$ cat config.mk
export PLATFORM = sky130hd
export DESIGN_NAME = gpr_file
export DESIGN_NICKNAME = d
export VERILOG_FILES = /design/src/rtl/gpr_file.sv
export SDC_FILE = /design/constraint.sdc
export NUM_CORES = 2
export LEC_CHECK = 0
export CAP_MARGIN = 10
export CORE_AREA = 2 2 341 343
export CTS_CLUSTER_SIZE = 10
export DETAILED_ROUTE_END_ITERATION = 10
export DIE_AREA = 0 0 343 345
export PLACE_DENSITY = 0.77
export SETUP_SLACK_MARGIN = 0.3
export SLEW_MARGIN = 10
export SYNTH_ARGS = -nofsm -noshare
export SYNTH_HDL_FRONTEND = slang
export SYNTH_SLANG_ARGS = --single-unit
$ cat constraint.sdc
create_clock -name clk -period 7.2 [get_ports clk]
set_clock_uncertainty 0.1 [all_clocks]
set_input_delay 1.08 -clock clk [delete_from_list [all_inputs] [get_ports clk]]
set_output_delay 1.08 -clock clk [all_outputs]
set_load 0.01 [all_outputs]
$ cat src/rtl/gpr_file.sv
// 32-entry general-purpose register file with a load-use busy scoreboard and stall output.
// Define GPR_BYPASS_EN to forward same-cycle write-back data and release stalls in the write-back cycle.
module gpr_file #(
  parameter int DATA_W = 32,
  parameter int ADDR_W = 5
) (
  input  logic              clk,
  input  logic              rst,
  input  logic [ADDR_W-1:0] raddr1,
  input  logic [ADDR_W-1:0] raddr2,
  input  logic              ruse1,
  input  logic              ruse2,
  output logic [DATA_W-1:0] rdata1,
  output logic [DATA_W-1:0] rdata2,
  input  logic              we,
  input  logic [ADDR_W-1:0] waddr,
  input  logic [DATA_W-1:0] wdata,
  input  logic              mark,
  input  logic [ADDR_W-1:0] mark_addr,
  output logic              stall,
  output logic [ADDR_W:0]   busy_cnt
);

  localparam int NREG = 1 << ADDR_W;

  logic [DATA_W-1:0] regs [NREG];
  logic [NREG-1:0]   busy;
  logic [NREG-1:0]   busy_next;
  logic [ADDR_W:0]   busy_pop;
  logic              wr_ok;
  logic              byp1;
  logic              byp2;
  logic              hit1;
  logic              hit2;

  assign wr_ok = we && (waddr != '0);

`ifdef GPR_BYPASS_EN
  assign byp1 = wr_ok && (waddr == raddr1);
  assign byp2 = wr_ok && (waddr == raddr2);
`else
  assign byp1 = 1'b0;
  assign byp2 = 1'b0;
`endif

  always_comb begin
    rdata1 = '0;
    rdata2 = '0;
    if (raddr1 != '0) rdata1 = byp1 ? wdata : regs[raddr1];
    if (raddr2 != '0) rdata2 = byp2 ? wdata : regs[raddr2];
  end

  // A forwarded write satisfies the reader, so it masks that register's busy hit.
  assign hit1  = busy[raddr1] && (raddr1 != '0) && !byp1;
  assign hit2  = busy[raddr2] && (raddr2 != '0) && !byp2;
  assign stall = (ruse1 && hit1) || (ruse2 && hit2);

  // Mark beats a same-cycle write-back: the newer producer is still outstanding.
  always_comb begin
    busy_next = busy;
    for (int n = 1; n < NREG; n++) begin
      if (mark && (mark_addr == ADDR_W'(n))) busy_next[n] = 1'b1;
      else if (we && (waddr == ADDR_W'(n))) busy_next[n] = 1'b0;
    end
    busy_next[0] = 1'b0;
  end

  always_comb begin
    busy_pop = '0;
    for (int n = 1; n < NREG; n++) busy_pop = busy_pop + (ADDR_W+1)'(busy[n]);
  end

  always_ff @(posedge clk) begin
    if (rst) begin
      for (int n = 0; n < NREG; n++) regs[n] <= '0;
      busy     <= '0;
      busy_cnt <= '0;
    end else begin
      if (wr_ok) regs[waddr] <= wdata;
      busy     <= busy_next;
      busy_cnt <= busy_pop;
    end
  end

endmodule
==> flow_metrics.tcl <==
set metrics [dict create \
    status "complete, no violations" \
    grt_overflow 0 \
    ctsResizeCount 0 \
    final_util_pct 54.9 \
    period_needed_ns 5.53 \
    die_h_um 345 \
    post_drt_wl_per_cell_um 35.0 \
    portBuffers 128 \
    maxSlewViolCount 0 \
    cp-start-kind "primary input" \
    yosysUniqueCellTypes 44 \
    postCtsHoldBufs 0 \
    multi_input_area_um2 23900 \
    power.density_nw_per_um2 229 \
    ant_nets 0 \
    insertion_delay_ns 0.70 \
    cts_root_buf "clkbuf_16" \
    clock_path_buffers 3 \
    vias 35400 \
    vias_per_cell 6.84 \
    finalSetupViolations 0 \
    maxCapViolCount 0 \
    dr.pass1.iters 6 \
    dieArea_um2 118000 \
    io_pins 129 \
    drc 0 \
    end_kind "output pin" \
    num-nets-final 3696 \
    grt_pass1_vias 36000 \
    rsz0062_at_grt "false" \
    tns_ns 0 \
    ys_seq_area_share_pct 55.3 \
    yosys_warnings 0 \
    rows 125 \
    critPathKind "primary input to output pin" \
    avgSynthCellArea_um2 15.8 \
    required_ns 6.02 \
    drtIter0Drc 5887 \
    grt_max_degree 90 \
    synthCells 3602 \
    ys_ff_latch 1061 \
    synth.cell_area_um2 57000 \
    initial_core_util_pct 49.5 \
    dpl_cell_area_um2 60000 \
    hold_class "flop to flop" \
    antenna_found_initial 15 \
    fmax_mhz 181 \
    syn_to_final_growth_pct 11.0 \
    numCtsBuffers 117 \
    grt_pass1_wl_mm 257 \
    place.gp.congestion 0.893 \
    final-seq-area_um2 31500 \
    hold_viol_final 0 \
    die_x_um 343 \
    total_power_w 0.0145 \
    htree_levels 3 \
    fillers 8792 \
    final_cell_area_um2 63200 \
    cellLeakagePower_nw 21.4 \
    cts_tree "done" \
    core_um2 115000 \
    clk_pin_slew_ns 0.06 \
    wirelength_mm 181 \
    worst_ep_arrival_time_ns 4.35 \
    cp_max_fo 75 \
    drive_gt1_share_pct 26.5 \
    layout_commonest_cell "edfxtp_1" \
    worstMarginPinSlew_ns 1.27 \
    ir_worst_vdd_mv 0.192 \
    dp_hpwl_mm 102 \
    grtUsageTotal_pct 30.8 \
    postCtsSetupBuffers 0 \
    fin_hold_ws_ns 0.415 \
    fin_crit_sh_pct 76.8 \
    slew_headroom_pct 15.4 \
    layout_common_cells "edfxtp_1 (1024), and2_1 (993), mux4_2 (652), clkbuf_16 (120), clkdlybuf4s50_1 (117)" \
    cts.sinks 1061 \
]
-- metal layers --
metal | up-vias | global-route usage (%) | share of wire, %
li1 | 13700 | - | -
met1 | 18100 | 39.0 | 33
met2 | 2976 | 48.1 | 47
met3 | 673 | 8.43 | 13
met4 | 8 | 17.1 | 6.1
met5 | - | 0 | 0.024
-- cells by family (layout without fill, tap and decap cells) --
kind of cell | Yosys count | count (layout) | share of synthesized area (%)
flops | 1061 | 1061 | 55.3
xor+xnor | 2 | 2 | 0.0307
compound gates | 161 | 161 | 1.55
other cells | 1 | 40 | 0.00658
buf+inv | 487 | 494 | 3.71
fa+ha+maj | 30 | 30 | 0.962
mux | 661 | 661 | 25.9
simple gates | 1199 | 1199 | 12.5
-- through the flow --
stage,std cells,setup WS (ns)
3_5_place_dp,5013,1.66
5_1_grt,5167,1.54
2_1_floorplan,3633,2.20
3_3_place_gp,5013,1.67
4_1_cts,5164,1.65
6_report,5172,1.67
-- sequential cells by signal, summed over array words and instances (netlist names) --
register,count
regs,1024
busy,31
busy_cnt,6
-- cell usage after synthesis, drive strengths merged --
library cell | number | area (µm²)
nor4 | 1 | 6.26
clkbuf | 267 | 1000
nand4 | 1 | 6.26
a31oi | 3 | 18.8
or2 | 15 | 93.8
nand3b | 1 | 7.51
o221ai | 1 | 8.76
fa | 23 | 460
nand2b | 4 | 25.0
ha | 7 | 87.6
inv | 111 | 417
nand2 | 102 | 383
and3 | 3 | 18.8
or3 | 1 | 6.26
nor2b | 15 | 93.8
and2 | 993 | 6210
conb | 1 | 3.75
nor3 | 3 | 15.0
edfxtp | 1024 | 30700
nor3b | 3 | 22.5
nor2 | 41 | 176
o311ai | 1 | 8.76
mux2 | 5 | 56.3
xnor2 | 1 | 8.76
a21o | 3 | 22.5
a2111oi | 1 | 8.76
mux2i | 4 | 40.0
nand3 | 16 | 80.1
xor2 | 1 | 8.76
o21bai | 15 | 113
buf | 109 | 692
o41ai | 3 | 26.3
o21ai | 96 | 480
a21oi | 36 | 180
a311oi | 1 | 8.76
mux4 | 652 | 14700
dfxtp | 37 | 741
o32ai | 1 | 8.76
-- where the power goes --
group          total [W]  switching [W]  internal, W
sequential       0.00728       0.000174      0.00711
clock            0.00534        0.00237      0.00297
combinational    0.00188        0.00100     0.000881
total             0.0145        0.00354       0.0110
-- path summary, 6_finish.rpt --
kind / slack [ns] / from / to / cells after the start
setup reg to reg: 1.99 / busy[24]$_SDFFE_PP0P_ / busy_cnt[4]$_SDFF_PP0_ / 16
hold reg to reg: 0.42 / busy[30]$_SDFFE_PP0P_ / busy[30]$_SDFFE_PP0P_ / 2
setup / recovery: 1.67 / raddr1[0] / rdata1[26] / 7
hold / removal: 0.42 / busy[30]$_SDFFE_PP0P_ / busy[30]$_SDFFE_PP0P_ / 2
-- critical path, stage by stage --
cell and delay, ns:
buf_8 0.70, buf_12 0.40, mux4_2 0.56, mux4_2 0.47
inv_1 0.22, o21ai_1 0.21, clkdlybuf4s50_1 0.57
-- final cells by class --
| cell class | instances | share of cell area (%) |
|---|---|---|
| antenna | 8 | 0.0317 |
| multi-input combinational | 2085 | 37.8 |
| timing repair buffer | 232 | 3.64 |
| tap | 1524 | 3.01 |
| clock buffer | 145 | 4.91 |
| sequential | 1061 | 49.8 |
| inverter | 111 | 0.659 |
| clock inverter | 6 | 0.156 |
Note: power is estimated with default switching activity, not from simulation.
